$ cat config.mk
export PLATFORM = sky130hd
export DESIGN_NAME = tone_synth
export DESIGN_NICKNAME = d
export VERILOG_FILES = /design/src/rtl/tone_synth.sv
export SDC_FILE = /design/constraint.sdc
export NUM_CORES = 1
export LEC_CHECK = 0
export BUFFER_PORTS_ARGS = -buffer_cell sky130_fd_sc_hd__buf_2
export CORE_UTILIZATION = 33
export DETAILED_ROUTE_END_ITERATION = 12
export GPL_TIMING_DRIVEN = 0
export SYNTH_ARGS = -nofsm -noshare
export SYNTH_HDL_FRONTEND = slang
export SYNTH_SLANG_ARGS = --single-unit
$ cat constraint.sdc
create_clock -name clock -period 11.55 [get_ports clock]
set_clock_uncertainty 0.2 [all_clocks]
set_input_delay 2.31 -clock clock [delete_from_list [all_inputs] [get_ports clock]]
set_output_delay 2.31 -clock clock [all_outputs]
set_load 0.005 [all_outputs]
$ cat src/rtl/tone_synth.sv
// Polyphonic square-wave tone generator: CHANNELS voices with note table,
// linear attack/release envelope, registered mix and a valid/ready sample source.
module tone_synth #(
    parameter int CHANNELS     = 3,
    parameter int CLK_HZ       = 50000000,
    parameter int DIV_W        = 17,
    parameter int SAMPLE_W     = 24,
    parameter int GAIN_W       = 8,
    parameter int ENV_STEP_DIV = 4096
) (
    input  logic                    clock,
    input  logic                    reset,
    input  logic [CHANNELS-1:0]     gate,
    input  logic [3*CHANNELS-1:0]   note_sel,
    output logic [SAMPLE_W-1:0]     sample_data,
    output logic                    sample_valid,
    input  logic                    sample_ready,
    output logic [CHANNELS-1:0]     active_leds
);

    localparam logic [GAIN_W-1:0] LMAX     = {GAIN_W{1'b1}};
    localparam int                PRE_W    = (ENV_STEP_DIV > 1) ? $clog2(ENV_STEP_DIV) : 1;
    localparam logic [PRE_W-1:0]  PRE_LAST = PRE_W'(ENV_STEP_DIV - 1);

    typedef logic [7:0][DIV_W-1:0] reload_tbl_t;

    function automatic int note_hz(input int k);
        case (k)
            32'sd0:  return 32'sd262;
            32'sd1:  return 32'sd294;
            32'sd2:  return 32'sd330;
            32'sd3:  return 32'sd349;
            32'sd4:  return 32'sd392;
            32'sd5:  return 32'sd440;
            32'sd6:  return 32'sd494;
            32'sd7:  return 32'sd523;
            default: return 32'sd523;
        endcase
    endfunction

    function automatic longint reload_calc(input int k);
        return longint'(CLK_HZ) / (64'sd2 * longint'(note_hz(k))) - 64'sd1;
    endfunction

    function automatic reload_tbl_t build_reload_tbl();
        reload_tbl_t tbl;
        for (int k = 0; k < 8; k++) begin
            tbl[3'(k)] = DIV_W'(reload_calc(k));
        end
        return tbl;
    endfunction

    // Per-level amplitude chosen so CHANNELS voices at LMAX stay inside full scale.
    function automatic logic [SAMPLE_W-1:0] amp_unit_calc();
        logic [63:0] full_scale;
        logic [63:0] denom;
        full_scale = (64'd1 << (SAMPLE_W - 1)) - 64'd1;
        denom      = 64'(CHANNELS) * ((64'd1 << GAIN_W) - 64'd1);
        return SAMPLE_W'(full_scale / denom);
    endfunction

    localparam reload_tbl_t         RELOAD_TBL = build_reload_tbl();
    localparam logic [SAMPLE_W-1:0] AMP_UNIT   = amp_unit_calc();

    for (genvar k = 0; k < 8; k++) begin : g_reload_chk
        if (reload_calc(k) >= (64'sd1 <<< DIV_W)) begin : g_too_wide
            $error("tone_synth: note reload value does not fit in DIV_W bits");
        end
    end

    logic [PRE_W-1:0]    presc_r;
    logic                env_tick_s;
    logic [SAMPLE_W-1:0] psum_s [CHANNELS+1];
    logic [SAMPLE_W-1:0] mix_r;
    logic [CHANNELS-1:0] level_nz_s;

    assign env_tick_s = (presc_r == PRE_LAST);
    assign psum_s[0]  = '0;

    // Shared envelope prescaler; the tick cycle also wraps the counter.
    always_ff @(posedge clock) begin
        if (!reset) begin
            presc_r <= '0;
        end else if (env_tick_s) begin
            presc_r <= '0;
        end else begin
            presc_r <= presc_r + 1'b1;
        end
    end

    for (genvar i = 0; i < CHANNELS; i++) begin : g_voice
        logic [2:0]          sel_s;
        logic                rise_s;
        logic                idle_s;
        logic                gate_q_r;
        logic                phase_r;
        logic [DIV_W-1:0]    cnt_r;
        logic [GAIN_W-1:0]   level_r;
        logic [SAMPLE_W-1:0] mag_s;
        logic [SAMPLE_W-1:0] term_s;

        assign sel_s  = note_sel[3*i +: 3];
        assign rise_s = gate[i] & ~gate_q_r;
        assign idle_s = ~gate[i] & (level_r == '0);

        // Gate history for edge detection and the saturating envelope level.
        always_ff @(posedge clock) begin
            if (!reset) begin
                gate_q_r <= 1'b0;
                level_r  <= '0;
            end else begin
                gate_q_r <= gate[i];
                if (env_tick_s) begin
                    if (gate[i]) begin
                        if (level_r != LMAX) begin
                            level_r <= level_r + 1'b1;
                        end
                    end else if (level_r != '0) begin
                        level_r <= level_r - 1'b1;
                    end
                end
            end
        end

        // Half-period divider; note_sel is only sampled at reload so halves never shorten.
        always_ff @(posedge clock) begin
            if (!reset) begin
                cnt_r   <= '0;
                phase_r <= 1'b0;
            end else if (rise_s) begin
                cnt_r   <= RELOAD_TBL[sel_s];
                phase_r <= 1'b0;
            end else if (idle_s) begin
                cnt_r   <= '0;
                phase_r <= 1'b0;
            end else if (cnt_r == '0) begin
                cnt_r   <= RELOAD_TBL[sel_s];
                phase_r <= ~phase_r;
            end else begin
                cnt_r   <= cnt_r - 1'b1;
            end
        end

        assign mag_s         = SAMPLE_W'(level_r) * AMP_UNIT;
        assign term_s        = phase_r ? mag_s : -mag_s;
        assign psum_s[i+1]   = psum_s[i] + term_s;
        assign level_nz_s[i] = (level_r != '0);
    end

    // Registered mix of all voice terms; headroom is guaranteed by AMP_UNIT.
    always_ff @(posedge clock) begin
        if (!reset) begin
            mix_r <= '0;
        end else begin
            mix_r <= psum_s[CHANNELS];
        end
    end

    // Stream source: load a new sample whenever the slot is empty or being consumed.
    always_ff @(posedge clock) begin
        if (!reset) begin
            sample_data  <= '0;
            sample_valid <= 1'b0;
        end else if (!sample_valid || sample_ready) begin
            sample_data  <= mix_r;
            sample_valid <= 1'b1;
        end else begin
            sample_data  <= sample_data;
            sample_valid <= sample_valid;
        end
    end

    // Voice activity indicators.
    always_ff @(posedge clock) begin
        if (!reset) begin
            active_leds <= '0;
        end else begin
            active_leds <= level_nz_s;
        end
    end

endmodule

==> impl_metrics.yaml <==
status:
  status: "finished, final reports clean"
sta:
  setup_tns_ns: 0
  setup-violations-final: 0
  hold_ws_ns: 0.248
  worst_slew_margin_rel_pct: 22.8
  period_share_pct: 71.6
  rsz0062_at_grt: "no"
  slew_viol_final: 0
  tightestPinTransition_ns: 1.14
  layout_setup_ws_ns: 3.28
  clock.fmax_ghz: 0.121
  finalHoldViolations: 0
  final.min_clock_period_ns: 8.27
run:
  drv_cap: 0
yosys:
  ys_warn_count: 0
  synth_top_family_by_area: "adder cells"
  synth_compound_area_share_pct: 16.6
  synth_area_mm2: 0.0159
  synth_mux_area_share_pct: 1.16
  synth.largest_area_cell: "ha_1"
  synth_top_area_share_pct: 18.3
  ys.flop_type: "dfxtp_1"
  yosys.area_share.simple_pct: 17.7
  synthesis.nets: 2216
  synth_cell_type_count: 88
  synth_commonest_cells: "233 x ha_1, 205 x inv_1, 156 x nor2_1"
  synthAdderAreaFrac_pct: 29.7
  synth-edff-count: 0
  synth-xor-area-share_pct: 10.7
  syn_area_per_cell_um2: 8.47
  async_reset_ff_share_pct: 0
  synthTopCellsByArea: "ha_1 18%, dfxtp_1 18%, fa_1 11%"
  yosysMostFrequentCell: "ha_1"
  synth_cells: 1878
  ys_ff_latch: 145
  synth_seq_area_share_pct: 18.3
global_route:
  grt_max_degree: 17
  grt_pass1_wl_um: 65200
  grt_overflow: 0
  antenna_found_initial: 0
  grt_pass1_vias: 12900
  grt_usage_pct: 16.4
floorplanning:
  fp.dieW_um: 222
  initial_core_util_pct: 33.4
  dieHeight_um: 222
  num_rows: 80
  core_area_mm2: 0.0476
  dieArea_mm2: 0.0491
  io_pins: 43
detailed_routing:
  routed_wl_um: 39100
  viasPerCell: 5.05
  first_iter_violations: 759
  dr_total_vias: 12900
  remaining_drc_errors: 0
  avgRoutedWirePerCell_um: 15.2
  first_pass_iters: 5
  drtAntennaViolNets: 0
clocking:
  ctsHtreeMaxLevel: 4
  root_buffer: "clkbuf_16"
  numCtsBuffers: 17
  holdBufCountCts: 0
  cts_sinks: 145
  cts_tree: "built"
  clkTransAtPathRegs_ns: 0.07
  cts_resized: 0
  cts_setup_buffers: 0
  clockBufferDepth: 2
  insertion_delay_ns: 0.45
critical_path:
  crit_required_ns: 11.72
  crit_type: "reg2reg"
  cp-start-kind: "flip-flop"
  crit_path_max_fanout: 7
  arrival_ns: 8.44
  endpoint_kind: "flip-flop"
pwr:
  p_leak_nw: 8.55
  intPower_mw: 0.882
  clock_power_share_pct: 43.5
  p_sw_share_pct: 29.9
  ir_worst_vdd_mv: 0.0893
  p_comb_share_pct: 13.9
  fin_total_pwr_mw: 1.26
  pwr-share-seq_pct: 42.6
  switchingPower_mw: 0.376
  p_per_area_mw_per_mm2: 72.1
place:
  dpl.cell_count: 2532
  dp_slack_ns: 3.39
  io_buffers: 39
  placed_cell_area_mm2: 0.0169
  globalplace.congestion: 0.882
  hpwl_um: 32000
final_layout:
  n_antenna_cell: 0
  syn_to_final_growth_pct: 9.72
  final_design_area_no_fill_mm2: 0.0174
  utilization_pct: 36.6
  fin_cells: 2564
  final_nets: 2274
  drive_gt1_share_pct: 5.95
hold_path:
  hold_class: "reg2reg"
-- placed cells by master, fill, tap and decap left out, types with 28 or more instances in the layout --
cell / synthesis / layout
ha_1: 233 / 233
inv_1: 205 / 205
nor2_1: 156 / 156
dfxtp_1: 145 / 145
nand2_1: 135 / 135
xnor2_1: 117 / 117
a21oi_1: 110 / 110
fa_1: 90 / 90
xor2_1: 74 / 74
and2_1: 55 / 55
o21ai_0: 53 / 53
clkbuf_1: 43 / 43
buf_2: 3 / 42
nor3_1: 40 / 40
a21boi_0: 28 / 28
-- kinds of logic (layout without fill, tap and decap cells) --
family                   count (synthesis)  after routing
AO/OA/AOI/OAI                          388            388
XOR/XNOR                               192            192
adder cells (fa/ha/maj)                323            323
buffers and inverters                  252            323
flip-flops                             145            145
multiplexers                            18             18
AND/OR/NAND/NOR                        560            560
-- cell type report --
cell class / count / area (um2)
Clock buffer: 18 / 439
Sequential cell: 145 / 2900
Timing Repair Buffer: 39 / 195
Buffer: 47 / 181
Multi-Input combinational cell: 1481 / 12000
Clock inverter: 14 / 141
Inverter: 205 / 769
Tap cell: 615 / 769
Fill cell: 4984 / 30200
-- layer usage --
metal / global-route usage [%] / part of all wire [%] / up-vias
met2: 27.4 / 47 / 203
li1: - / - / 6524
met3: 2.12 / 2.9 / 39
met5: 0 / 0 / -
met1: 21.6 / 48 / 6183
met4: 5.60 / 2.3 / 0
-- path summary, 6_finish.rpt --
path	cells after the start	from	slack [ns]	endpoint
setup / recovery	24	g_voice[0].level_r[4]$_SDFFE_PN0P_	3.28	mix_r[22]$_SDFF_PN0_
hold / removal	2	mix_r[7]$_SDFF_PN0_	0.25	sample_data[7]$_SDFFE_PN0P_
setup reg to reg	24	g_voice[0].level_r[4]$_SDFFE_PN0P_	3.28	mix_r[22]$_SDFF_PN0_
hold reg to reg	2	mix_r[7]$_SDFF_PN0_	0.25	sample_data[7]$_SDFFE_PN0P_
-- power groups by stage --
stage | logic, mW | clock network [mW] | registers [mW]
after floorplan | 0.134 | 0 | 0.543
after global placement | 0.170 | 0 | 0.546
after detailed placement | 0.173 | 0 | 0.547
after CTS | 0.175 | 0.561 | 0.535
after global routing | 0.198 | 0.581 | 0.538
final | 0.175 | 0.548 | 0.536
-- registers in the layout (all words and copies together), names as in the netlist --
name,flops
active_leds,3
mix_r,24
sample_valid,1
g_voice.phase_r,3
sample_data,24
g_voice.gate_q_r,3
g_voice.level_r,24
presc_r,12
g_voice.cnt_r,51
-- critical path: stages, from the launching register on --
cell and delay [ns]:
dfxtp_1 0.53, ha_1 0.41, ha_1 0.33, inv_1 0.05
fa_1 0.50, inv_1 0.05, fa_1 0.45, ha_1 0.36
o21ai_0 0.10, o21bai_1 0.26, a21oi_1 0.13, xnor2_1 0.18
nor4_1 0.95, nor2_1 0.11, xnor2_1 0.30, fa_1 0.45
ha_1 0.37, and3_1 0.24, and3_1 0.19, a21o_1 0.19
o41ai_1 0.88, o311ai_0 0.30, a21oi_1 0.27, o21a_1 0.21
mux2i_1 0.18
Power figures use the tool's default switching activity.
